===== src/rtl/atom_bus_pkg.sv =====
// Shared encodings for the memory port arbiter: FSM states, owner IDs and
// the request bundle that is latched onto the shared port.
package atom_bus_pkg;

    typedef enum logic [1:0] {
        ST_IDLE = 2'd0,
        ST_REQ  = 2'd1,
        ST_RESP = 2'd2
    } arb_state_e;

    typedef enum logic {
        OWN_IMEM = 1'b0,
        OWN_DMEM = 1'b1
    } owner_e;

    localparam logic [3:0] SEL_ALL = 4'b1111;

    typedef struct packed {
        logic [31:0] addr;
        logic [31:0] data;
        logic [3:0]  sel;
        logic        we;
    } mem_req_t;

endpackage


===== src/rtl/bus_watchdog.sv =====
// Cycle counter for an outstanding shared-port request. Counts while enabled,
// clears between transactions, and flags expiry on the last allowed cycle.
// A zero limit disables expiry entirely.
module bus_watchdog #(
    parameter int TO_W = 16
) (
    input  logic            clk_i,
    input  logic            rst_i,
    input  logic            clr_i,
    input  logic            en_i,
    input  logic [TO_W-1:0] limit_i,
    output logic            expire_o
);

    logic [TO_W-1:0] cnt_q, cnt_d;

    // Next count: clear wins over enable.
    always_comb begin
        cnt_d = cnt_q;
        if (clr_i) begin
            cnt_d = '0;
        end else if (en_i) begin
            cnt_d = cnt_q + 1'b1;
        end
    end

    // Counter register.
    always_ff @(posedge clk_i) begin
        if (rst_i) begin
            cnt_q <= '0;
        end else begin
            cnt_q <= cnt_d;
        end
    end

    // Expire in the cycle the request has been outstanding for limit cycles.
    assign expire_o = en_i && (limit_i != '0) && (cnt_q == limit_i - 1'b1);

endmodule


===== src/rtl/mem_port_arbiter.sv =====
// Arbitrates the core's fetch (imem) and data (dmem) ports onto one shared
// valid/ack memory port. One transaction at a time: IDLE picks a winner,
// REQ waits for ack or watchdog expiry, RESP pulses the requester's ack.
module mem_port_arbiter
    import atom_bus_pkg::*;
#(
    parameter bit RR_ENABLE      = 1'b1,
    parameter int TIMEOUT_CYCLES = 0,
    parameter int TO_W           = 16
) (
    input  logic        clk_i,
    input  logic        rst_i,
    input  logic [31:0] imem_addr_i,
    input  logic        imem_valid_i,
    output logic [31:0] imem_data_o,
    output logic        imem_ack_o,
    output logic        imem_err_o,
    input  logic [31:0] dmem_addr_i,
    input  logic [31:0] dmem_data_i,
    input  logic [3:0]  dmem_sel_i,
    input  logic        dmem_we_i,
    input  logic        dmem_valid_i,
    output logic [31:0] dmem_data_o,
    output logic        dmem_ack_o,
    output logic        dmem_err_o,
    output logic [31:0] mem_addr_o,
    output logic [31:0] mem_data_o,
    output logic [3:0]  mem_sel_o,
    output logic        mem_we_o,
    output logic        mem_valid_o,
    input  logic [31:0] mem_data_i,
    input  logic        mem_ack_i
);

    arb_state_e  state_q, state_d;
    owner_e      owner_q, owner_d;
    owner_e      last_q, last_d;
    mem_req_t    req_q, req_d;
    logic        mem_valid_q, mem_valid_d;
    logic [31:0] imem_data_q, imem_data_d;
    logic [31:0] dmem_data_q, dmem_data_d;
    logic        imem_ack_q, imem_ack_d, imem_err_q, imem_err_d;
    logic        dmem_ack_q, dmem_ack_d, dmem_err_q, dmem_err_d;

    owner_e      win;
    mem_req_t    imem_req, dmem_req;
    logic        wd_expire;
    logic [31:0] rdata;
    logic        rerr;

    // Fetches always read whole words.
    assign imem_req = '{addr: imem_addr_i, data: 32'h0, sel: SEL_ALL, we: 1'b0};
    assign dmem_req = '{addr: dmem_addr_i, data: dmem_data_i, sel: dmem_sel_i, we: dmem_we_i};

    bus_watchdog #(.TO_W(TO_W)) u_wd (
        .clk_i    (clk_i),
        .rst_i    (rst_i),
        .clr_i    (state_q != ST_REQ),
        .en_i     (state_q == ST_REQ),
        .limit_i  (TO_W'(TIMEOUT_CYCLES)),
        .expire_o (wd_expire)
    );

    // Winner selection: on a tie, round-robin favours whoever did not win last.
    always_comb begin
        if (imem_valid_i && dmem_valid_i) begin
            if (RR_ENABLE) begin
                win = (last_q == OWN_IMEM) ? OWN_DMEM : OWN_IMEM;
            end else begin
                win = OWN_DMEM;
            end
        end else if (dmem_valid_i) begin
            win = OWN_DMEM;
        end else begin
            win = OWN_IMEM;
        end
    end

    // Completion payload: a real ack returns memory data, expiry returns zero + err.
    assign rdata = mem_ack_i ? mem_data_i : 32'h0;
    assign rerr  = !mem_ack_i;

    // Next-state and output logic; acks default low so they last one cycle.
    always_comb begin
        state_d     = state_q;
        owner_d     = owner_q;
        last_d      = last_q;
        req_d       = req_q;
        mem_valid_d = mem_valid_q;
        imem_data_d = imem_data_q;
        dmem_data_d = dmem_data_q;
        imem_ack_d  = 1'b0;
        imem_err_d  = 1'b0;
        dmem_ack_d  = 1'b0;
        dmem_err_d  = 1'b0;
        unique case (state_q)
            ST_IDLE: begin
                if (imem_valid_i || dmem_valid_i) begin
                    owner_d     = win;
                    last_d      = win;
                    req_d       = (win == OWN_DMEM) ? dmem_req : imem_req;
                    mem_valid_d = 1'b1;
                    state_d     = ST_REQ;
                end
            end
            ST_REQ: begin
                if (mem_ack_i || wd_expire) begin
                    mem_valid_d = 1'b0;
                    state_d     = ST_RESP;
                    if (owner_q == OWN_DMEM) begin
                        dmem_data_d = rdata;
                        dmem_ack_d  = 1'b1;
                        dmem_err_d  = rerr;
                    end else begin
                        imem_data_d = rdata;
                        imem_ack_d  = 1'b1;
                        imem_err_d  = rerr;
                    end
                end
            end
            ST_RESP: begin
                state_d = ST_IDLE;
            end
            default: begin
                state_d = ST_IDLE;
            end
        endcase
    end

    // State and output registers; reset abandons any transaction in flight.
    always_ff @(posedge clk_i) begin
        if (rst_i) begin
            state_q     <= ST_IDLE;
            owner_q     <= OWN_IMEM;
            last_q      <= OWN_IMEM;
            req_q       <= '0;
            mem_valid_q <= 1'b0;
            imem_data_q <= 32'h0;
            dmem_data_q <= 32'h0;
            imem_ack_q  <= 1'b0;
            imem_err_q  <= 1'b0;
            dmem_ack_q  <= 1'b0;
            dmem_err_q  <= 1'b0;
        end else begin
            state_q     <= state_d;
            owner_q     <= owner_d;
            last_q      <= last_d;
            req_q       <= req_d;
            mem_valid_q <= mem_valid_d;
            imem_data_q <= imem_data_d;
            dmem_data_q <= dmem_data_d;
            imem_ack_q  <= imem_ack_d;
            imem_err_q  <= imem_err_d;
            dmem_ack_q  <= dmem_ack_d;
            dmem_err_q  <= dmem_err_d;
        end
    end

    assign mem_addr_o  = req_q.addr;
    assign mem_data_o  = req_q.data;
    assign mem_sel_o   = req_q.sel;
    assign mem_we_o    = req_q.we;
    assign mem_valid_o = mem_valid_q;
    assign imem_data_o = imem_data_q;
    assign imem_ack_o  = imem_ack_q;
    assign imem_err_o  = imem_err_q;
    assign dmem_data_o = dmem_data_q;
    assign dmem_ack_o  = dmem_ack_q;
    assign dmem_err_o  = dmem_err_q;

endmodule

===== config.mk =====
export PLATFORM = sky130hd
export DESIGN_NAME = mem_port_arbiter
export DESIGN_NICKNAME = d
export VERILOG_FILES = /design/src/rtl/atom_bus_pkg.sv /design/src/rtl/bus_watchdog.sv /design/src/rtl/mem_port_arbiter.sv
export SDC_FILE = /design/constraint.sdc
export NUM_CORES = 1
export LEC_CHECK = 0
export ABC_AREA = 1
export ABC_CLOCK_PERIOD_IN_PS = 1160
export CAP_MARGIN = 10
export CORE_MARGIN = 2
export CORE_UTILIZATION = 38
export CTS_BUF_LIST = sky130_fd_sc_hd__clkbuf_4 sky130_fd_sc_hd__clkbuf_8
export CTS_CLUSTER_SIZE = 16
export DETAILED_ROUTE_END_ITERATION = 10
export PLACE_DENSITY_LB_ADDON = 0.08
export SYNTH_ARGS = -nofsm -noshare
export SYNTH_HDL_FRONTEND = slang
export SYNTH_SLANG_ARGS = --single-unit

===== constraint.sdc =====
create_clock -name clk_i -period 1.16 [get_ports clk_i]
set_input_delay 0.174 -clock clk_i [delete_from_list [all_inputs] [get_ports clk_i]]
set_output_delay 0.174 -clock clk_i [all_outputs]
set_load 0.05 [all_outputs]

==> results.ini <==
[run_status]
status=finished, violations left
violations=setup timing

[sta]
max_freq_mhz=820.0
fin_skew_ps=11.58
slew_viol_final=0
setup_viol=68
timing.hold.ws_ps=316.2
finalWorstSetupSlack_ps=-59.50
finalCritPeriodShare_pct=105.1
min_period_ps=1220
fin_tns_setup_ps=-1190
hold_viol_final=0
rsz0062_at_grt=yes

[global_route]
antenna_found_initial=0
grt_pass1_vias=5809
grt.total_usage_pct=22.65
grt_max_degree=48
grt.overflow.total=0
grt_pass1_wl_mm=29.15

[placement]
portBuffers=275
place_ws_ps=-428.8
gp_congestion=0.8034
dp.cells=1323
dp_hpwl_mm=12.88

[synth]
yosysWarnings=0
yosysMostFrequentCell=nor2_1
yosysTopAreaCell=dfxtp_1
synth_edf_count=0
synth_cell_types=19
syn_inst=880
yosysSeqAreaShare_pct=48.62
syn_avg_cell_area_um2=6.597
synthTopCellsByArea=dfxtp_1 49%, nor2_1 17%, nand2_1 13%
syn_area_um2=5806
ys_seq_elements=141
yosysTopAreaCellShare_pct=48.62
synth_flop_cell=dfxtp_1
ys_async_sr_fraction_pct=0
synth_common_cells=269 x nor2_1, 204 x nand2_1, 141 x dfxtp_1

[power]
power_density_nw_per_um2=1289
ir_drop_v=0.0008689
leakagePower_uw=0.005051

[detailed_routing]
antenna_left=0
avgViaCountPerCell=4.491
wl_per_cell_um=13.85
drc=0
drtPass1Iterations=4
drt_wl_total_mm=18.96
dr.first_iter.drc_count=298
num_vias=6148

[finish]
n_antenna_cell=0
layout-drive-gt1-share_pct=34.97
nNetsFinal=1306
final_cells=1369
syn_to_final_growth_pct=94.94

[clock_tree]
cts_tree=done
clk_pin_slew_ps=80
clk_path_buf_depth=2
cts_buffers=17
h-tree-depth=4
clock_latency_ps=460
clock-root-buffer=clkbuf_8
cts.sinks=141

[die]
die_area_um2=16280
start_util_pct=38.47
pin_count=276
core.rowCount=45
fp.dieH_um=127.6
die_x_um=127.6
core_um2=15090

[setup_path]
crit_required_ps=1540
path_class=reg -> reg
critPathMaxFanout=22
cp-start-kind=flop
end_kind=flop
cp_data_arrival_time_ps=1600

[worst_hold_path]
hp-class=in -> reg

[run]
cap_violations=0

## where the power goes
group          leakage [uW]  switching (uW)  internal (uW)
logic               0.00361            2320           2240
registers           0.00121             341           5240
clock network      0.000225            1970           2470
## critical path: stages (launching register included)
cell	delay [ps]
dfxtp_2	350
inv_2	60
nand2_2	60
nor2_4	130
buf_12	180
buf_12	150
nand2_1	80
a21oi_2	140
## per-layer routing
| layer | GRT usage (%) | part of all wire (%) |
|---|---|---|
| met3 | 8.585 | 7.7 |
| met4 | 9.050 | 2.5 |
| met5 | 0 | 0 |
| met2 | 36.68 | 48 |
| met1 | 27.18 | 42 |
## layout make-up
cell class	instances	area [um^2]
timing repair buffer	318	4715
sequential	141	3007
fill	1106	3772
clock inverter	12	185.2
inverter	104	392.9
tap	188	235.2
multi-input combinational	586	2520
clock buffer	20	262.8
## flip-flops by register name, summed over array words and instances, names as in the netlist
register and cells:
dmem_data_o 32, imem_data_o 32, mem_addr_o 32, mem_data_o 32
mem_sel_o 4, state_q 2, dmem_ack_o 1, dmem_err_o 1
imem_ack_o 1, imem_err_o 1, last_q 1, mem_valid_o 1
mem_we_o 1
## kinds of logic after synthesis
logic type,after synthesis,share of synthesized area [%]
simple gates,479,31.31
buf+inv,154,10.88
flops,141,48.62
compound gates,105,9.116
other cells,1,0.06459
## stage by stage
stage	total power (uW)	utilization [%]	cell area, um^2
final	14590	75.00	11320
after global placement	9905	68.37	10320
after detailed placement	9949	68.37	10320
after CTS	14550	73.09	11030
after global routing	15250	75.00	11320
after floorplan	7579	-	5809
## placed cells by master (no fill, tap or decap), types with 3 or more instances in the layout
cell type,netlist,layout
a21oi_1,36,22
a21oi_2,0,14
buf_12,0,151
buf_4,7,21
buf_8,0,4
bufinv_16,0,4
clkbuf_8,0,18
clkdlybuf4s50_1,0,136
clkinv_4,0,4
dfxtp_2,0,138
dfxtp_4,0,3
inv_1,100,98
inv_2,4,5
nand2_1,204,197
nand2_2,1,6
nor2_1,269,242
nor2_2,2,27
nor2_4,1,3
o21ai_0,58,53
o21ai_1,10,15
## timing repair
item,4_1_cts,5_1_grt
setup buffers,1,9
setup endpoints to repair,241,248
gates cloned,1,3
pin swaps,1,3
hold buffers,0,0
gates resized for setup,159,58
## final timing paths
check / start / end / slack (ps) / cells past startpoint
min: dmem_sel_i[3] / mem_sel_o[3] / 320 / 3
min reg2reg: mem_data_o[9] / mem_data_o[9] / 490 / 2
max reg2reg: state_q[1] / mem_data_o[29] / -60 / 7
max: state_q[1] / mem_data_o[29] / -60 / 7
Note: power is estimated with default switching activity, not from simulation.
